## src/rtl/bk_operand_stager.sv

```systemverilog
// bk_operand_stager
//   Operand/result stage wrapped around an external 12-bit Brent-Kung adder.
//   Operand pairs arrive on a valid/ready stream and are buffered in a small
//   FIFO. The head pair is driven, bit-interleaved, onto the adder's INPUTS
//   bus. The adder's OUTS bus is captured into a registered valid/ready result
//   port. A saturating counter tracks how many results carried out.
//
// Ports
//   clk        clock, rising edge
//   rst        synchronous active-high reset
//   in_valid   operand pair valid          in_ready   FIFO can accept
//   in_a/in_b  operands (WIDTH bits)
//   adder_in   interleaved head pair: adder_in[2i]=a[i], adder_in[2i+1]=b[i]
//   adder_out  adder result: [WIDTH-1:0]=sum, [WIDTH]=carry
//   res_valid  result register full        res_ready  consumer accepts
//   res_sum    registered sum               res_cout   registered carry-out
//   cout_cnt   saturating count of results with carry-out set
module bk_operand_stager #(
    parameter int WIDTH = 12,
    parameter int DEPTH = 2,
    parameter int CNTW  = 8
) (
    input  logic               clk,
    input  logic               rst,
    input  logic               in_valid,
    output logic               in_ready,
    input  logic [WIDTH-1:0]   in_a,
    input  logic [WIDTH-1:0]   in_b,
    output logic [2*WIDTH-1:0] adder_in,
    input  logic [WIDTH:0]     adder_out,
    output logic               res_valid,
    input  logic               res_ready,
    output logic [WIDTH-1:0]   res_sum,
    output logic               res_cout,
    output logic [CNTW-1:0]    cout_cnt
);
    localparam int PW = (DEPTH > 1) ? $clog2(DEPTH) : 1;
    localparam int CW = PW + 1;

    // Each entry holds {a, b}
    logic [2*WIDTH-1:0] mem_q [DEPTH];
    logic [PW-1:0]      wr_ptr_q, wr_ptr_d;
    logic [PW-1:0]      rd_ptr_q, rd_ptr_d;
    logic [CW-1:0]      count_q, count_d;
    logic               res_valid_q, res_valid_d;
    logic [WIDTH-1:0]   res_sum_q, res_sum_d;
    logic               res_cout_q, res_cout_d;
    logic [CNTW-1:0]    cout_cnt_q, cout_cnt_d;

    logic               push;
    logic               cap;
    logic               not_empty;
    logic [2*WIDTH-1:0] head;
    logic [WIDTH-1:0]   head_a, head_b;

    // in_ready depends only on the registered count, so a pop at the same
    // edge never lets a full FIFO accept (no pass-through).
    assign in_ready  = (count_q < CW'(DEPTH));
    assign not_empty = (count_q != '0);
    assign push      = in_valid && in_ready;
    assign cap       = not_empty && (!res_valid_q || res_ready);

    // Empty FIFO presents zero operands to the adder.
    assign head   = not_empty ? mem_q[rd_ptr_q] : '0;
    assign head_a = head[2*WIDTH-1:WIDTH];
    assign head_b = head[WIDTH-1:0];

    generate
        for (genvar gi = 0; gi < WIDTH; gi++) begin : g_interleave
            assign adder_in[2*gi]   = head_a[gi];
            assign adder_in[2*gi+1] = head_b[gi];
        end
    endgenerate

    always_comb begin
        wr_ptr_d    = wr_ptr_q;
        rd_ptr_d    = rd_ptr_q;
        count_d     = count_q;
        res_valid_d = res_valid_q;
        res_sum_d   = res_sum_q;
        res_cout_d  = res_cout_q;
        cout_cnt_d  = cout_cnt_q;

        // DEPTH is a power of two, so pointer overflow is the modulo wrap.
        if (push) begin
            wr_ptr_d = wr_ptr_q + PW'(1);
        end
        if (cap) begin
            rd_ptr_d = rd_ptr_q + PW'(1);
        end
        case ({push, cap})
            2'b10:   count_d = count_q + CW'(1);
            2'b01:   count_d = count_q - CW'(1);
            default: count_d = count_q;
        endcase

        if (cap) begin
            res_sum_d   = adder_out[WIDTH-1:0];
            res_cout_d  = adder_out[WIDTH];
            res_valid_d = 1'b1;
            if (adder_out[WIDTH] && (cout_cnt_q != '1)) begin
                cout_cnt_d = cout_cnt_q + CNTW'(1);
            end
        end else if (res_valid_q && res_ready) begin
            res_valid_d = 1'b0;
        end
    end

    always_ff @(posedge clk) begin
        if (rst) begin
            wr_ptr_q    <= '0;
            rd_ptr_q    <= '0;
            count_q     <= '0;
            res_valid_q <= 1'b0;
            res_sum_q   <= '0;
            res_cout_q  <= 1'b0;
            cout_cnt_q  <= '0;
        end else begin
            wr_ptr_q    <= wr_ptr_d;
            rd_ptr_q    <= rd_ptr_d;
            count_q     <= count_d;
            res_valid_q <= res_valid_d;
            res_sum_q   <= res_sum_d;
            res_cout_q  <= res_cout_d;
            cout_cnt_q  <= cout_cnt_d;
        end
    end

    // Storage needs no reset: entries are only visible while count is nonzero.
    always_ff @(posedge clk) begin
        if (!rst && push) begin
            mem_q[wr_ptr_q] <= {in_a, in_b};
        end
    end

    assign res_valid = res_valid_q;
    assign res_sum   = res_sum_q;
    assign res_cout  = res_cout_q;
    assign cout_cnt  = cout_cnt_q;
endmodule

```

## config.mk

```make
export PLATFORM = sky130hd
export DESIGN_NAME = bk_operand_stager
export DESIGN_NICKNAME = d
export VERILOG_FILES = /design/src/rtl/bk_operand_stager.sv
export SDC_FILE = /design/constraint.sdc
export NUM_CORES = 1
export LEC_CHECK = 0
export ABC_AREA = 1
export BUFFER_PORTS_ARGS = -buffer_cell sky130_fd_sc_hd__buf_2
export CORE_MARGIN = 4
export CORE_UTILIZATION = 25
export DETAILED_ROUTE_END_ITERATION = 8
export SETUP_SLACK_MARGIN = 0.3
export SYNTH_ARGS = -nofsm -noshare
export SYNTH_HDL_FRONTEND = slang
export SYNTH_SLANG_ARGS = --single-unit
```

## constraint.sdc

```tcl
create_clock -name clk -period 4.7 [get_ports clk]
set_input_delay 0.47 -clock clk [delete_from_list [all_inputs] [get_ports clk]]
set_output_delay 0.47 -clock clk [all_outputs]
set_load 0.02 [all_outputs]
```

### Yosys cells after proc, flatten, opt, wreduce, memory -nomap -nowiden

Memories as Yosys holds them, arrays and structs flattened. A register that Yosys moved wholly into a read port is not among the register bits.
Cells that the tools add are included.

* $add $sub $neg: 5
* magnitude comparators: 1
* eq/ne operators: 3
* muxes and demuxes: 8
* reductions and logical operators: 12

Operators by type and width (count)
* $mux W24: 1
* $add A8 B1 Y8 const B: 1
* $ne A8 B8 Y1 const B: 1
* $mux W1: 6
* $reduce_bool A2 Y1: 3
* $logic_and A1 B1 Y1: 5
* $pmux W2 S2: 1
* $add A1 B1 Y1 const B: 2
* $add A2 B1 Y2 const B: 1
* $eq A2 B1 Y1 const B: 1
* $eq A2 B2 Y1 const B: 1
* $logic_not A1 Y1: 2
* $lt A2 B2 Y1 const B: 1
* $reduce_and A2 Y1: 1
* $sub A2 B1 Y2 const B: 1
* $logic_or A1 B1 Y1: 1

* register bits: 26
* bits in writable memories: 48
* input port bits: 41
* output and inout port bits: 47
* logic and storage cells: 37
* memories kept: 1

Memories
* mem_q: words 2, width 24, rd ports 1, clocked after Yosys merged registers in 1, write ports 1, RTL line 41 `logic [2*WIDTH-1:0] mem_q [DEPTH];`

### Depth between registers and ports, before layout

* depth in word-level cells: 5
* depth in mapped cells: 10
* depth with buffers taken out: 9

### Worst setup path after synthesis

No wires, ideal clock.

* kind: input-to-reg
* start: input rst
* end: memory mem_q[1][0] in the netlist's numbering (enable)
* setup time: 435 ps
* arrival time: 2344 ps
* data required time: 4265 ps
* path slack: 1921 ps
* stages on the path: 2
* buffers on the path: 1
* cell sequence: buf_2 > nor3_1

* cells in the longest elaborated chain, start to end: 4

Ends and longest elaborated chain
* from (decl): RTL line 24 `input logic rst,`
* $logic_not A1 Y1: RTL line 131 `if (!rst && push) begin`
* $logic_and A1 B1 Y1: RTL line 131
* $mux W1: RTL line 131
* $mux W1 (not written as such): RTL line 132 `mem_q[wr_ptr_q] <= {in_a, in_b};`
* to (decl): RTL line 41

Every way passes these cells.

==> key figures <==
Pwr
  – Worst IR Drop VDD: 0.000244 V
  – Pwr Density: 642 nW/um2
  – Pleak: 1.65 nW

Worst hold path
  – Hold wc startpoint: in_a[11]
  – Hold Crit Depth: 1
  – Min-Delay Endpoint: mem_q[0][23]
  – HP Class: input pin to flip-flop

Logic synthesis
  – Mapped Cells: 289
  – Unique cell type count in the Yosys netlist: 26
  – Fraction of registers with async set/reset: 0%
  – Post-synth EDFFs: 48
  – Most frequent cells after synthesis: nand2_1 (73), edfxtp_1 (48), nor2_1 (37)
  – Synth Cell Area: 2970 um2
  – Synth top area cells: edfxtp_1 (49%), dfxtp_1 (18%), nand2_1 (9.2%)
  – Register bit total from synthesis: 75
  – Register area share after synthesis: 66.8%
  – Yosys top cell by area: edfxtp_1
  – Main synth FF type: edfxtp_1
  – Area share of the leading cell type in the synthesized netlist: between 40 and 50%
  – Syn Nets: about 330
  – Most frequent cell after synthesis: nand2_1
  – YS warnings: 0
  – Syn_area_per_cell: 10.3 um2

Detailed routing
  – Antenna viol nets, final: 0
  – TritonRoute pass-1 iters: 4
  – 1st-iter DRT viols: 90
  – Met3 routed wirelength: a little under 500 um
  – Vias: 2,246
  – Total Routed Length: roughly 7000 um
  – Routed length on met2: 3190 um
  – Post-Route M1 WL: 3120 um
  – Avg WL per Cell: 13.1 um
  – Via density: 4.26
  – Top Metal Used: met4
  – DRC Markers: 0

Worst setup path
  – Critical Path Stages: 5
  – Critical Path Start Type: flip-flop
  – WP data arrival: 2.04 ns
  – Max FO, Critical Path: 25
  – Cell breakdown of the critical path: buf_4 -> inv_1 -> nand2_1 -> a21oi_1 -> buf_2
  – Critical path's largest stage delay: about 0.63 ns
  – Crit Path Class: flip-flop to primary output
  – R2R Path Start: res_valid
  – Required time of the critical path: 4.23 ns
  – Critical-path top delay cell: inv_1
  – Crit end category: primary output
  – Worst R2R Path Depth: 8
  – Flop-to-flop setup slack: 3.01 ns
  – CP bufs+invs: 3
  – CP top delay family: buffers and inverters
  – Worst reg2reg endpoint: count_q[1]

Clock network
  – Clock root cell: clkbuf_16
  – Hold_buf cts: 0
  – Num Clock Sinks: 75
  – Cts repair resizes: 0
  – Max H-tree Level: 3
  – Worst-Skew Late Latency: roughly 0.33 ns
  – Clk buf depth: 2
  – CTS tree: built
  – Clock Pin Slew Worst Setup and Hold Paths: 0.06 ns
  – CTS buffer count: 9
  – Post-CTS Setup Inserts: 0

Cells and area
  – Area Growth Syn to Fin: 30.5%
  – Final instance area: slightly below 4000 um2
  – Final net count: 422
  – Share of layout cells above drive strength 1: 31.3%
  – Diode count: 0
  – Final Core Density: 33.6%

Floorplan
  – IO Count: 88
  – Core area: between 10,000 and 15,000 um2
  – Die height: 117 um
  – Starting Density: between 20% and 30%
  – Cell row count: 39
  – Die area: between 10,000 and 15,000 um2
  – Die X-Extent: between 100 and 150 um

Place
  – Dpl cell area: 3560 um2
  – # port buffers: a little under 90
  – Routability cong.: 0.798
  – Hpwl dp: 4630 um

Run
  – Max Cap Viol: 0

Timing
  – Tmin final: roughly 2.5 ns
  – Setup violations, final: 0
  – Worst Skew: 0.00492 ns
  – Max Clk Rate: just under 400 MHz
  – Setup TNS: 0 ns
  – Final Hold Fails: 0
  – Final Max Slew Viols: 0
  – Unrepaired setup endpoints after global routing: no
  – Slew margin rel.: 37.9%
  – Worst slew pin tran: 0.930 ns
  – Fin crit share: approximately 53%

GRT
  – Total GRT Usage: 10.5%
  – First-pass GRT wire length: 10,800 um
  – Vias in the first global route: approximately 2,200
  – Pin count of the biggest net entering global routing: 26
  – Initial antenna violation count: 0
  – GRT overflow: 0

Run status
  – Outcome: finished clean
==> power by group <==
part           leakage (nW)  total (W)  switching [W]  internal, W
registers             0.662   0.000864      0.0000477     0.000816
clock network         0.149   0.000730       0.000267     0.000463
logic                 0.838   0.000895       0.000637     0.000257
total                  1.65    0.00249       0.000952      0.00154
==> cells in the final DEF (no fill, tap or decap) <==
cell	synthesis	routed
nand2_2	1	1
clkinv_2	0	1
nor2_2	2	3
o21ai_0	16	16
inv_1	12	12
nand4_1	3	3
clkinv_4	0	1
xnor2_1	1	1
nor3_2	0	1
nand3_1	7	7
inv_2	4	4
ha_1	2	2
nor2_8	1	1
a31oi_1	1	1
dfxtp_1	27	27
xor2_1	1	1
nand2_1	73	73
a21oi_1	35	35
clkinv_1	0	1
clkinvlp_4	0	2
inv_4	1	1
edfxtp_1	48	48
nor2_1	37	36
nand3_2	1	1
buf_2	8	87
buf_4	1	3
bufinv_16	0	2
clkbuf_16	0	9
o21ai_1	1	1
nand2_4	3	3
==> cells by family after synthesis <==
group | share of synthesized area, %
DFF | 66.8
AOI/OAI and AO/OA | 8.98
xor gates and xnor gates | 0.590
buffers and inverters | 4.13
and+or+nand+nor | 18.7
adders and majority gates | 0.843
==> registers in the layout, summed over array words and instances, names as in the netlist, named ones only <==
register / flops
wr_ptr_q: 1
res_sum: 12
rd_ptr_q: 1
mem_q: 48
res_valid: 1
cout_cnt: 8
count_q: 2
res_cout: 1
==> worst register-to-register path, cell delays in order, from the launching register on <==
cell,delay [ns]
dfxtp_1,0.32
nand2_1,0.14
nand2_4,0.23
inv_4,0.13
ha_1,0.32
a21oi_1,0.12
o21ai_0,0.11
o21ai_0,0.15
a21oi_1,0.06
==> worst max-delay path by stage <==
stage / start / end / slack [ns]
after global placement: flip-flop / adder_in[5] / 2.55
after detailed placement: flip-flop / adder_in[1] / 2.51
final: flip-flop / adder_in[5] / 2.19
after CTS: flip-flop / adder_in[5] / 2.08
after global routing: flip-flop / adder_in[5] / 1.97
after floorplan: rst / mem_q[1][0] / 1.92
==> metrics by stage <==
step	power (W)	hold slack, ns	setup WS (ns)	std cells
2_1_floorplan	0.00150	0.426	1.92	289
6_report	0.00249	0.330	2.19	527
3_5_place_dp	0.00179	0.444	2.51	511
4_1_cts	0.00253	0.313	2.08	527
5_1_grt	0.00266	0.309	1.97	527
3_3_place_gp	0.00177	0.435	2.55	511
==> cell type report <==
class,instances,area (um2)
clock inverter,7,92.6
tap,143,179
fill,1213,7640
inverter,17,66.3
sequential,75,1980
multi-input combinational,186,871
clock buffer,9,225
timing repair buffer,90,458
==> routing by layer <==
layer	global-route usage (%)	vias to the layer above
met5	0	-
met4	4.36	0
met3	3.60	11
met2	17.3	79
met1	12.6	1005
li1	-	1151
Note: power is estimated with default switching activity, not from simulation.
